## config.mk

```make
export PLATFORM = sky130hd
export DESIGN_NAME = fec_burst_ctrl
export DESIGN_NICKNAME = d
export VERILOG_FILES = /design/src/rtl/fec_burst_ctrl.sv
export SDC_FILE = /design/constraint.sdc
export NUM_CORES = 1
export LEC_CHECK = 0
export BUFFER_PORTS_ARGS = -buffer_cell sky130_fd_sc_hd__buf_2
export CORE_MARGIN = 2
export CORE_UTILIZATION = 54
export DETAILED_ROUTE_END_ITERATION = 10
export GPL_ROUTABILITY_DRIVEN = 0
export PLACE_DENSITY = 0.83
export SYNTH_ARGS = -nofsm -noshare
export SYNTH_HDL_FRONTEND = slang
export SYNTH_SLANG_ARGS = --single-unit
```

## constraint.sdc

```tcl
create_clock -name clk -period 3.6 [get_ports clk]
set_input_delay 0.18 -clock clk [delete_from_list [all_inputs] [get_ports clk]]
set_output_delay 0.18 -clock clk [all_outputs]
set_load 0.01 [all_outputs]
```

## src/rtl/fec_burst_ctrl.sv

```systemverilog
// rtl/fec_burst_ctrl.sv - burst sequencer pacing source data, tail and coded-beat counting for the RS+CC FEC chain
// Optional drain watchdog enabled by defining FEC_CTRL_TIMEOUT_EN.
module fec_burst_ctrl #(
  parameter int W       = 1,
  parameter int NB_W    = 8,
  parameter int TIMEOUT = 1024
) (
  input  logic            clk,
  input  logic            reset,
  input  logic            start,
  input  logic [2:0]      mcs,
  input  logic [NB_W-1:0] num_blocks,
  output logic            busy,
  input  logic [W-1:0]    src_bits,
  input  logic            src_valid,
  output logic            src_ready,
  output logic [W-1:0]    fec_in_bits,
  output logic            fec_in_valid,
  input  logic            fec_out_valid,
  output logic            enable_rs,
  output logic [1:0]      cc_rate,
  output logic            block_done,
  output logic            burst_done,
  output logic            err
);
  localparam logic [1:0]  S_IDLE  = 2'd0;
  localparam logic [1:0]  S_DATA  = 2'd1;
  localparam logic [1:0]  S_TAIL  = 2'd2;
  localparam logic [1:0]  S_DRAIN = 2'd3;
  localparam logic [10:0] BPB     = 11'(8 / W);

  logic [1:0]      state;
  logic [2:0]      mcs_q;
  logic [NB_W-1:0] blocks_left;
  logic [10:0]     data_cnt, coded_cnt, coded_next, d_beats, k_beats;
  logic [3:0]      tail_cnt;
  logic [6:0]      u_bytes;
  logic [7:0]      c_bytes;
  logic            cfg_rs;
  logic [1:0]      cfg_rate;
  logic            data_last, tail_last, coded_hit, block_end, timeout_hit;

  // Block geometry follows the latched MCS; the FEC config is decoded from the live input at start.
  always_comb begin
    u_bytes = 7'd12;
    c_bytes = 8'd24;
    case (mcs_q)
      3'd1: begin u_bytes = 7'd24;  c_bytes = 8'd48;  end
      3'd2: begin u_bytes = 7'd36;  c_bytes = 8'd48;  end
      3'd3: begin u_bytes = 7'd48;  c_bytes = 8'd96;  end
      3'd4: begin u_bytes = 7'd72;  c_bytes = 8'd96;  end
      3'd5: begin u_bytes = 7'd96;  c_bytes = 8'd144; end
      3'd6: begin u_bytes = 7'd108; c_bytes = 8'd144; end
      default: ;
    endcase
  end

  always_comb begin
    cfg_rs   = (mcs != 3'd0);
    cfg_rate = 2'd0;
    case (mcs)
      3'd2, 3'd4, 3'd6: cfg_rate = 2'd2;
      3'd5:             cfg_rate = 2'd1;
      default: ;
    endcase
  end

  assign d_beats = (11'(u_bytes) - 11'd1) * BPB;
  assign k_beats = 11'(c_bytes) * BPB;

  assign busy         = (state != S_IDLE);
  assign src_ready    = (state == S_DATA);
  assign fec_in_valid = (state == S_TAIL) || (state == S_DATA && src_valid);
  assign fec_in_bits  = (state == S_DATA) ? src_bits : '0;

  // Coded count saturates at K so that the compare below stays exact.
  assign coded_next = coded_cnt + {10'd0, (fec_out_valid && coded_cnt != k_beats)};
  assign coded_hit  = (coded_next == k_beats);
  assign data_last  = (state == S_DATA) && src_valid && (data_cnt == d_beats - 11'd1);
  assign tail_last  = (state == S_TAIL) && (tail_cnt == BPB[3:0] - 4'd1);
  assign block_end  = coded_hit && (tail_last || state == S_DRAIN);

`ifdef FEC_CTRL_TIMEOUT_EN
  localparam int TW = $clog2(TIMEOUT + 1);
  logic [TW-1:0] wd_cnt;

  always_ff @(posedge clk or posedge reset) begin
    if (reset)                                   wd_cnt <= '0;
    else if (state != S_DRAIN || fec_out_valid)  wd_cnt <= '0;
    else                                         wd_cnt <= wd_cnt + TW'(1);
  end

  assign timeout_hit = (state == S_DRAIN) && !fec_out_valid && (wd_cnt == TW'(TIMEOUT - 1));
`else
  assign timeout_hit = 1'b0;
`endif

  always_ff @(posedge clk or posedge reset) begin
    if (reset) begin
      state       <= S_IDLE;
      mcs_q       <= '0;
      blocks_left <= '0;
      data_cnt    <= '0;
      tail_cnt    <= '0;
      coded_cnt   <= '0;
      enable_rs   <= 1'b0;
      cc_rate     <= 2'd0;
      block_done  <= 1'b0;
      burst_done  <= 1'b0;
      err         <= 1'b0;
    end else begin
      block_done <= 1'b0;
      burst_done <= 1'b0;
      err        <= 1'b0;
      if (state == S_IDLE) begin
        if (start) begin
          if (mcs == 3'd7) begin
            err <= 1'b1;
          end else if (num_blocks == '0) begin
            burst_done <= 1'b1;
          end else begin
            state       <= S_DATA;
            mcs_q       <= mcs;
            blocks_left <= num_blocks;
            enable_rs   <= cfg_rs;
            cc_rate     <= cfg_rate;
            data_cnt    <= '0;
            tail_cnt    <= '0;
            coded_cnt   <= '0;
          end
        end
      end else begin
        coded_cnt <= coded_next;
        if (state == S_DATA && src_valid) data_cnt <= data_cnt + 11'd1;
        if (data_last) begin
          state    <= S_TAIL;
          tail_cnt <= '0;
        end
        if (state == S_TAIL) begin
          tail_cnt <= tail_cnt + 4'd1;
          if (tail_last) state <= S_DRAIN;
        end
        if (block_end) begin
          block_done <= 1'b1;
          data_cnt   <= '0;
          tail_cnt   <= '0;
          coded_cnt  <= '0;
          if (blocks_left == NB_W'(1)) begin
            burst_done <= 1'b1;
            state      <= S_IDLE;
          end else begin
            blocks_left <= blocks_left - NB_W'(1);
            state       <= S_DATA;
          end
        end else if (timeout_hit) begin
          err   <= 1'b1;
          state <= S_IDLE;
        end
      end
    end
  end
endmodule

```

### Word-level counts from Yosys, hierarchy flattened

Index checks and enable logic that the tools add are counted.

| cells by class | value |
|---|---|
| add/subtract/negate cells | 6 |
| equal/unequal tests | 23 |
| muxes and demuxes | 45 |
| bitwise operators | 2 |
| reduce and logical (&&, ||, !) cells | 23 |

Operator list:

| cell | count |
|---|---|
| 11-bit two-way mux | 8 |
| 8-bit two-way mux | 6 |
| 7-bit one-hot mux with 6 select lines | 1 |
| 4-bit two-way mux | 7 |
| 8-bit one-hot mux with 3 select lines | 1 |
| 11-bit == test | 2 |
| 3-bit == test, second input constant | 7 |
| 2-bit two-way mux | 8 |
| 1-bit two-way mux | 13 |
| 4-bit AND reduction | 3 |
| 11-bit by 1-bit adder with 11-bit output | 1 |
| 11-bit by 1-bit adder with 11-bit output, second input constant | 1 |
| 11-bit != test | 1 |
| 11-bit by 1-bit subtractor with 11-bit output, second input constant | 1 |
| 3-bit by 2-bit == test with 1-bit output, second input constant | 3 |
| 8-bit by 1-bit == test with 1-bit output, second input constant | 1 |
| 8-bit logical NOT | 1 |
| 2-bit != test, second input constant | 4 |
| 7-bit by 1-bit subtractor with 8-bit output, second input constant | 1 |
| 8-bit by 1-bit subtractor with 8-bit output, second input constant | 1 |
| 3-bit nonzero test | 2 |
| 2-bit OR reduction | 3 |
| 1-bit logical AND | 5 |
| 5-bit AND reduction | 1 |
| 13 further kinds | 17 |

| storage, ports and cells | value |
|---|---|
| flip-flop bits (word level) | 45 |
| logic and storage cells | 110 |

### Logic depth before layout (Yosys ltp)

Gate-level depths: netlist (run 1).

| logic depth | value |
|---|---|
| word-level depth | 11 |
| gate-level depth with buffers | 16 |

### Least setup slack after synthesis (run 1)

OpenSTA, ideal clock, no wires.

| timing path | value |
|---|---|
| path type | flip-flop to flip-flop |
| from | register mcs_q[2] |
| to | register blocks_left[0] |
| library setup time | 0.123 ns |
| arrival time | 3.456 ns |
| data required time | 3.477 ns |
| path slack | 0.021 ns |
| cell stages (with the launch flop) | 16 |
| clock period less this slack | 3.579 ns |
| cells stage by stage | dfrtp_1 > buf_2 > nor3b_1 > or2_2 > nor2_1 > a21oi_1 > o31a_1 > ha_1 > ha_1 > nand3_2 > or3_4 > nor3_2 > a31oi_1 > a2111oi_4 > mux2_1 > o221a_1 |

| on the way | value |
|---|---|
| cells in the longest elaborated chain, start to end | 10 |
| elaborated cells between the ends (all ways) | 17 |
| classes of those cells | 1 x add/sub; 8 x eq/ne; 1 x mux; 7 x reduce/logical |

RTL lines:

| element | line | RTL |
|---|---|---|
| start: declaration | 33 | `logic [2:0] mcs_q;` |
| start signal: assignment | 123 | `mcs_q <= mcs;` |
| 3-bit == test, or another cell as far along | 47 | `case (mcs_q)` |
| 2-bit OR reduction (no line) | n/a |  |
| 8-bit one-hot mux with 3 select lines * | 47 |  |
| 11-bit != test | 77 | `assign coded_next = coded_cnt + {10'd0, (fec_out_valid && coded_cnt != k_beats)};` |
| 1-bit logical AND | 77 |  |
| 11-bit by 1-bit adder with 11-bit output | 77 |  |
| 11-bit == test * | 78 | `assign coded_hit = (coded_next == k_beats);` |
| 1-bit logical AND * | 81 | `assign block_end = coded_hit && (tail_last \|\| state == S_DRAIN);` |
| 2-bit nonzero test (no line) * | n/a |  |
| 5-bit AND reduction (no line) * | n/a |  |
| end signal: assignment | 124 | `blocks_left <= num_blocks;` |
| end signal: assignment | 152 | `blocks_left <= blocks_left - NB_W'(1);` |
| end: declaration | 34 | `logic [NB_W-1:0] blocks_left;` |

Mark *: on every way between the ends. The rest lies on a longest branch, timed or not.
A chain may end at the register's enable or synchronous reset.

### Worst setup path after layout (run 1)

| timing path | value |
|---|---|
| from | register mcs_q[0] |
| to | register blocks_left[0] |

Same word-level chain as after synthesis.

==> impl_metrics.yaml, run 1 <==
outcome:
  status: "finished, violations left"
  violations: "setup timing"
drt:
  wl_per_cell_um: 16.8
  drt_iter0_drc: 178
  ant_nets: 0
  drtPass1Iterations: 5
  vias_per_cell: 6.16
  vias: 2813
  routed_wl_um: 7700
  remaining_drc_errors: 0
clocking:
  cts_tree: "built"
  numCtsBuffers: 5
  cts.clk_slew.worst_paths_ps: 80
  h-tree-depth: 2
  clock_latency_ps: 300
  root_buffer: "clkbuf_8"
  clock_sinks: 45
  cts.path.max_buffers: 2
critical_path:
  crit_chain: "or3_4 > nand2_4 > xnor2_2 > nand4_1 > o31a_1 > ha_4 > ha_4 > nand3_4 > or3_4 > nor3_4 > a31oi_2 > a2111oi_4 > buf_4 > mux2_4 > o221a_1"
  critical_path_arrival_ps: 3860
  critPathRequiredTime_ps: 3790
  worst_setup_path_end_kind: "register"
  crit_fanout: 6
  r2r_cells: 15
  r2r_slack_ps: -70
  max_stage_delay_ps: 450
  cp_slowest_cell: "dfrtp_2"
  startpoint_type: "register"
  timing.rr.start: "mcs_q[0]"
  startpoint: "mcs_q[0]"
  r2r_end: "blocks_left[0]"
  path_class: "register to register"
layout:
  areaGrowthSynthToFinish_pct: 18.4
  layout.cells.most_common: "nand2_1"
  multiInputGateArea_um2: 1900
  layout-drive-gt1-share_pct: 22.6
  diodes: 0
  seq_area_um2: 1130
  fin_util_pct: 65.4
  fillers: 449
  fin_nets: 409
  final_cell_area_um2: 3560
  final_cell_mix: "45 x nand2_1, 43 x dfrtp_1, 39 x nor2_1, 27 x buf_2, 19 x buf_4"
timing:
  period_share_pct: 102
  maxSlewHeadroom_pct: 37.9
  finClkSkew_ps: 7.21
  worst_slack_ps: -74.9
  clock.fmax_ghz: 0.272
  drv_slew: 0
  fin_crit_ps: 3670
  worst_pin_slew_ps: 931
  whs_ps: 85.1
  final_hold_viol_count: 0
  rsz0062_at_grt: "yes"
  finalSetupViolCount: 15
global_routing:
  grt_pass1_wl_um: 12900
  grtUsageTotal_pct: 26.0
  antenna_found_initial: 0
  overflow: 0
  grt_max_degree: 46
  grt_pass1_vias: 2699
synth:
  synth_top_area_cell: "dfrtp_1"
  ys_types: 67
  async_flop_share_pct: 100
  yosys_warnings: 0
  netlist_top_cells_area: "dfrtp_1 37%, nand2_1 5.7%, nor2_1 5.1%"
  synth_edf_count: 0
  ys.flop_type: "dfrtp_1"
  syn_avg_cell_area_um2: 8.59
  netlist_area_um2: 3010
  syn-instance-count: 350
  synth_sequential_area_ratio_pct: 37.5
  ys_ff_latch: 45
  synth_top_area_share_pct: 37.5
  synth_nets: 374
floorplan:
  start_util_pct: 55.3
  die_area_um2: 6180
  row_count: 27
  ios: 27
  die_x_um: 78.6
  core_um2: 5440
  die-height_um: 78.6
place:
  dp_hpwl_um: 5310
  portBuffers: 26
  dpl_cell_area_um2: 3240
min_path:
  holdCritPathClass: "primary input to async pin"
power_and_ir_drop:
  p_leak_uw: 0.00162
  peakVddDrop_mv: 0.263
  cellPowerDensity_nw_per_um2: 484
  power_uw: 1720
flow_run:
  maxCapViolCount: 0
routing by layer:
layer | routed length [µm] | vias to the layer above | track usage [%]
met5 | 0 | - | 0
met4 | 237 | 0 | 10.4
met3 | 466 | 29 | 4.02
met2 | 3730 | 110 | 43.5
met1 | 3260 | 1343 | 33.7
li1 | - | 1331 | -
cell usage after synthesis, types with 8 or more instances:
cell type / number
dfrtp_1: 45
clkbuf_1: 11
a31oi_1: 8
a21oi_1: 11
nand3_1: 10
nand2_1: 46
xnor2_1: 13
xor2_1: 10
o21ai_0: 9
nor2_1: 41
inv_1: 10
worst max path at each step:
stage	end	slack (ps)	cells after the start
after floorplan	blocks_left[0]	20	15
after CTS	blocks_left[0]	0.7	15
after detailed placement	blocks_left[0]	-130	14
after global placement	blocks_left[0]	-10	14
after global routing	blocks_left[0]	-180	15
final	blocks_left[0]	-70	15
timing repair:
action                     in CTS  in global routing
setup endpoints to repair      27                 31
pin swaps                      10                 14
hold buffers                    0                  0
gates resized for setup        21                 11
setup buffers                   7                  2
hold endpoints to repair        0                  0
state kept, by name, indices dropped and copies added, names as in the netlist:
signal,cells
coded_cnt,11
state,2
data_cnt,11
blocks_left,8
mcs_q,3
cc_rate,2
tail_cnt,4
enable_rs,1
block_done,1
burst_done,1
err,1
power by group:
group	internal, µW	leakage (µW)	switching, µW	total (µW)
combinational	304	0.00100	316	620
sequential	609	0.000572	175	784
clock	153	0.0000443	166	318
total	1070	0.00162	657	1720
area by class of cell:
| class | instances | share of cell area [%] |
|---|---|---|
| tap | 72 | 2.53 |
| inverter | 11 | 1.16 |
| clock buffer | 7 | 2.43 |
| timing repair buffer | 48 | 8.68 |
| sequential | 45 | 31.7 |
| multi-input combinational | 274 | 53.5 |
metrics by stage:
stage	cells	setup slack (ps)	setup TNS, ps
6_report	457	-74.9	-436
5_1_grt	457	-184	-3690
4_1_cts	455	0.674	0
3_5_place_dp	441	-132	-2180
3_3_place_gp	441	-13.2	-16.7
2_1_floorplan	350	21.1	0
cells by family (layout without fill, tap and decap cells):
group | Yosys count | count (layout) | share of synthesized area [%]
mux | 1 | 1 | 0.375
buf+inv | 31 | 66 | 4.49
compound gates | 84 | 84 | 21.3
xor+xnor | 23 | 23 | 6.70
fa+ha+maj | 7 | 7 | 2.91
flops | 45 | 45 | 37.5
simple gates | 159 | 159 | 26.8
critical path: cells and delay by family (launching register included):
family | cells | cell delay (ps)
xor+xnor | 1 | 60
compound gates | 4 | 830
simple gates | 6 | 1380
fa+ha+maj | 2 | 340
mux | 1 | 300
flops | 1 | 450
buf+inv | 1 | 190
(Power assumes the default switching activity.)
==> run 2, diff against run 1 <==
- CELL_PAD_IN_SITES_DETAIL_PLACEMENT: not set -> 2
- CELL_PAD_IN_SITES_GLOBAL_PLACEMENT: not set -> 2
- CORE_UTILIZATION: 54 -> 33
==> run 2 against run 1 <==
  * The flow still finishes with violations (setup timing)
  * Register-to-register slack worse by 70 ps
  * Fmax is 1.8% lower
  * Global-route usage is 4.3 points lower
  * Core utilization is 24 points lower
  * Wire length is 41% higher
  * Worst hold slack better by 21 ps
  * Sequential power is 2% higher
  * Die area is 60% higher
  * Power is 6.8% higher
  * Final area is 3.1% higher
  * Combinational power is 12% higher
  * Sequential share of layout area is 0.95 points lower
==> impl_metrics.yaml, run 2 (synthesis gave the netlist of run 1 again) <==
clocking:
  numCtsBuffers: 5
  cts_tree: "built"
  cts.path.max_buffers: 2
  h-tree-depth: 2
  root_buffer: "clkbuf_8"
  clock_latency_ps: 310
  cts.clk_slew.worst_paths_ps: 100
  cts_hold_buf: 0
  clock_sinks: 45
timing:
  finalSetupViolCount: 23
  worst_slack_ps: -143
  rsz0062_at_grt: "yes"
  period_share_pct: 104
  fin_crit_ps: 3740
  clock.fmax_ghz: 0.267
  drv_slew: 0
  whs_ps: 106
  final_hold_viol_count: 0
  maxSlewHeadroom_pct: 31.5
  worst_pin_slew_ps: 1030
  finClkSkew_ps: 8.29
layout:
  diodes: 0
  multiInputGateArea_um2: 1910
  layout.cells.most_common: "nand2_1"
  final_cell_mix: "44 x nand2_1, 43 x dfrtp_1, 41 x nor2_1, 26 x buf_2, 24 x buf_4"
  fin_nets: 415
  seq_area_um2: 1130
  largestRegisters: "coded_cnt (11), data_cnt (11), blocks_left (8)"
  layout-drive-gt1-share_pct: 24.2
  stdcell_count: 500
  areaGrowthSynthToFinish_pct: 22.1
  fillers: 987
global_routing:
  antenna_found_initial: 0
  grtUsageTotal_pct: 21.8
  grt_max_degree: 46
  grt_pass1_vias: 3281
  grt_pass1_wl_um: 17100
  overflow: 0
critical_path:
  startpoint_type: "register"
  max_stage_delay_ps: 470
  critPathRequiredTime_ps: 3800
  crit_fanout: 12
  crit_chain: "or3_4 > nand2_4 > xnor2_2 > nand4_1 > o31a_1 > ha_4 > ha_4 > nor2_1 > o2111ai_2 > nor2_1 > nand3_1 > a2111oi_4 > buf_6 > buf_12 > a31oi_1 > a221o_1"
  timing.rr.start: "mcs_q[1]"
  crit_buf_inv: 2
  cp_slowest_cell: "dfrtp_2"
  path_class: "register to register"
  startpoint: "mcs_q[1]"
  worst_setup_path_end_kind: "register"
  critical_path_arrival_ps: 3950
  crit_family: "compound AO/OA/AOI/OAI gates"
outcome:
  status: "finished, violations left"
  violations: "setup timing"
place:
  dp_hpwl_um: 7310
  dp.cells: 487
  place_ws_ps: -248
  portBuffers: 26
drt:
  wl_per_cell_um: 21.7
  routed_wl_um: 10800
  drtPass1Iterations: 4
  ant_nets: 0
  vias_per_cell: 5.83
  drt_iter0_drc: 56
  remaining_drc_errors: 0
  vias: 2914
power_and_ir_drop:
  cellPowerDensity_nw_per_um2: 501
  p_seq_share_pct: 43.7
  p_int_uw: 1070
  peakVddDrop_mv: 0.180
  swShare_pct: 41.7
  p_clk_share_pct: 18.6
  p_leak_uw: 0.00165
  p_sw_uw: 766
  combPwrFrac_pct: 37.7
flow_run:
  maxCapViolCount: 0
floorplan:
  die_area_um2: 9890
  row_count: 34
  start_util_pct: 34.3
  die-height_um: 99.5
  core_um2: 8760
  ios: 27
  die_x_um: 99.5
min_path:
  holdCritPathClass: "primary input to async pin"
[run 2: cell count changes in the layout (fill, tap and decap cells not counted), moves of 2 or more]
cell | before | now
buf_4 | 19 | 24
clkinv_2 | 0 | 2
nor2_1 | 39 | 41
nor2_2 | 2 | 0
o21ai_2 | 0 | 2
[run 2: layout make-up]
type / instances / area share [%]
Clock buffer: 5 / 1.88
Clock inverter: 3 / 0.477
Inverter: 11 / 1.13
Multi-Input combinational cell: 274 / 51.9
Sequential cell: 45 / 30.8
Tap cell: 108 / 3.68
Timing Repair Buffer: 54 / 10.2
[run 2: routing by layer]
metal | track usage, % | vias up | routed length [µm]
met5 | 0 | - | 0
met1 | 27.3 | 1527 | 4740
met4 | 4.74 | 0 | 176
met2 | 39.8 | 31 | 5760
met3 | 2.88 | 11 | 160
li1 | - | 1345 | -
[run 2: metrics by stage]
stage	setup TNS (ps)	cell area, µm²	total power (µW)	util (%)
2_1_floorplan	0	3010	1150	-
3_3_place_gp	-20.5	3380	1320	38.5
3_5_place_dp	-4100	3380	1380	38.5
4_1_cts	-620	3580	1770	40.9
5_1_grt	-4690	3670	1950	41.9
6_report	-1800	3670	1840	41.9
[run 2: repair_timing]
action,CTS,global route
endpoints found under the setup margin,28,28
buffers inserted,3,2
resized for setup,22,13
gates cloned,0,0
pin swaps,13,6
[run 2: power by group through the flow]
stage / registers (µW) / logic [µW] / clock network (µW)
after floorplan: 717 / 432 / 0
after global placement: 767 / 552 / 0
after detailed placement: 775 / 600 / 0
after CTS: 784 / 644 / 343
after global routing: 822 / 763 / 369
final: 803 / 692 / 342
[run 2: final timing paths]
path | end | slack (ps) | cells after the start
hold / removal | coded_cnt[0] | 110 | 2
hold reg to reg | cc_rate[1] | 510 | 2
min in group clk | blocks_left[5] | 110 | 3
setup reg to reg | blocks_left[2] | -140 | 16
setup / recovery | blocks_left[2] | -140 | 16
max in group asynchronous | mcs_q[0] | 2790 | 2
[run 2: worst reg2reg max path, stage by stage, from the launching register on]
cell and delay, ps:
dfrtp_2 470, or3_4 410, nand2_4 100, xnor2_2 130
nand4_1 140, o31a_1 300, ha_4 190, ha_4 210
nor2_1 160, o2111ai_2 130, nor2_1 130, nand3_1 140
a2111oi_4 420, buf_6 200, buf_12 130, a31oi_1 90
a221o_1 280
==> run 3, diff against run 2 <==
- MAX_ROUTING_LAYER: not set -> met4
==> run 3 against run 2 <==
  * The run still ends with setup timing left
  * Clock skew rose by 1.7 ps
  * Sequential power hardly changed
  * Worst hold slack got worse by 0.50 ps
  * Cell count is the same
  * Clock power is essentially flat
  * Wire length fell by 0.34%
  * Count of clock-buffer cells in the layout is the same
  * Register-to-register slack hardly changed
  * Combinational power hardly changed
  * Power fell by 0.25%
  * Critical path type unchanged
  * Highest routed layer unchanged
==> impl_metrics.yaml, run 3 (synthesis gave the netlist of run 1 again) <==
floorplan:
  ios: 27
  core_um2: 8760
  die-height_um: 99.5
  die_x_um: 99.5
  start_util_pct: 34.3
  die_area_um2: 9890
  row_count: 34
power_and_ir_drop:
  cellPowerDensity_nw_per_um2: 500
  swShare_pct: 41.5
  peakVddDrop_mv: 0.179
  power_uw: 1830
  p_int_uw: 1070
  combPwrFrac_pct: 37.7
  p_sw_uw: 762
  p_clk_share_pct: 18.5
  p_leak_uw: 0.00165
  p_seq_share_pct: 43.8
layout:
  fin_util_pct: 41.9
  areaGrowthSynthToFinish_pct: 22.1
  diodes: 0
  fin_nets: 415
  final_cell_mix: "44 x nand2_1, 43 x dfrtp_1, 41 x nor2_1, 26 x buf_2, 24 x buf_4"
  final_cell_area_um2: 3670
  layout.cells.most_common: "nand2_1"
  fillers: 987
  layout-drive-gt1-share_pct: 24.2
  largestRegisters: "coded_cnt (11), data_cnt (11), blocks_left (8)"
clocking:
  root_buffer: "clkbuf_8"
  clock_sinks: 45
  h-tree-depth: 2
  numCtsBuffers: 5
  cts.clk_slew.worst_paths_ps: 100
  cts.path.max_buffers: 2
  cts_tree: "built"
  cts_hold_buf: 0
  clock_latency_ps: 310
outcome:
  violations: "setup timing"
  status: "finished, violations left"
global_routing:
  grt_max_degree: 46
  grt_pass1_wl_um: 17100
  grtUsageTotal_pct: 22.4
  overflow: 0
  grt_pass1_vias: 3280
  antenna_found_initial: 0
timing:
  finalSetupViolCount: 24
  drv_slew: 0
  worst_slack_ps: -144
  period_share_pct: 104
  fin_crit_ps: 3740
  finClkSkew_ps: 9.99
  clock.fmax_ghz: 0.267
  rsz0062_at_grt: "yes"
  final_hold_viol_count: 0
  maxSlewHeadroom_pct: 32.1
  worst_pin_slew_ps: 1020
place:
  portBuffers: 26
  dpl_cell_area_um2: 3380
  dp_hpwl_um: 7310
  place_ws_ps: -248
min_path:
  holdCritPathClass: "primary input to async pin"
flow_run:
  maxCapViolCount: 0
critical_path:
  path_class: "register to register"
  critPathRequiredTime_ps: 3810
  crit_fanout: 12
  startpoint_type: "register"
  critical_path_arrival_ps: 3950
  worst_setup_path_end_kind: "register"
drt:
  drtPass1Iterations: 4
  vias: 2929
  vias_per_cell: 5.86
  routed_wl_um: 10800
  drt_iter0_drc: 58
  remaining_drc_errors: 0
  wl_per_cell_um: 21.6
  ant_nets: 0
## run 3: worst max-delay path, cell delays in order (launching register included)
cell and delay (ps):
dfrtp_2 470, or3_4 410, nand2_4 90, xnor2_2 130, nand4_1 140, o31a_1 310
ha_4 190, ha_4 180, nand3_4 130, a2bb2oi_2 220, a211o_1 170, a31oi_2 130
a2111oi_4 370, buf_6 190, buf_12 130, a31oi_1 90, a221o_1 290
## run 3: layout make-up
class	instances	area, µm²	share of cell area [%]
Timing Repair Buffer	54	373	10.2
Inverter	11	41.3	1.13
Tap cell	108	135	3.68
Clock inverter	3	17.5	0.477
Multi-Input combinational cell	274	1910	51.9
Clock buffer	5	68.8	1.88
Sequential cell	45	1130	30.8
## run 3: power by group through the flow
stage	sequential [µW]	combinational (µW)	clock [µW]
3_5_place_dp	775	600	0
2_1_floorplan	717	432	0
4_1_cts	784	644	343
3_3_place_gp	767	552	0
5_1_grt	822	763	367
6_report	803	691	339
## run 3: path summary, 6_finish.rpt
path,startpoint,endpoint,slack (ps),depth (start not counted)
worst max-delay path,mcs_q[1],blocks_left[3],-140,16
worst min-delay path,reset,coded_cnt[0],110,2
worst max register to register,mcs_q[1],blocks_left[3],-140,16
worst min register to register,cc_rate[1],cc_rate[1],510,2
max in group asynchronous,reset,mcs_q[0],2800,2
min in group clk,num_blocks[5],blocks_left[5],110,3
## run 3: routing by layer
metal  global-route usage, %  wire length [µm]  up-vias
li1                        -                 -     1350
met1                    27.0              4680     1539
met2                    40.0              5770       29
met3                    2.88               161       11
met4                    4.74               180        0
met5                       -                 0        -
## run 3: timing repair
item / CTS / global route
pin swaps: 13 / 6
resized for setup: 22 / 13
buffers inserted: 3 / 2
endpoints found under the hold margin: 0 / 0
endpoints found under the setup margin: 28 / 28
## run 3: metrics by stage
stage / setup TNS [ps] / std cells / hold slack (ps)
global route: -4620 / 500 / 120
CTS: -620 / 498 / 107
finish: -1950 / 500 / 105
global placement: -20.5 / 487 / 414
floorplan: 0 / 350 / 277
detailed placement: -4100 / 487 / 434
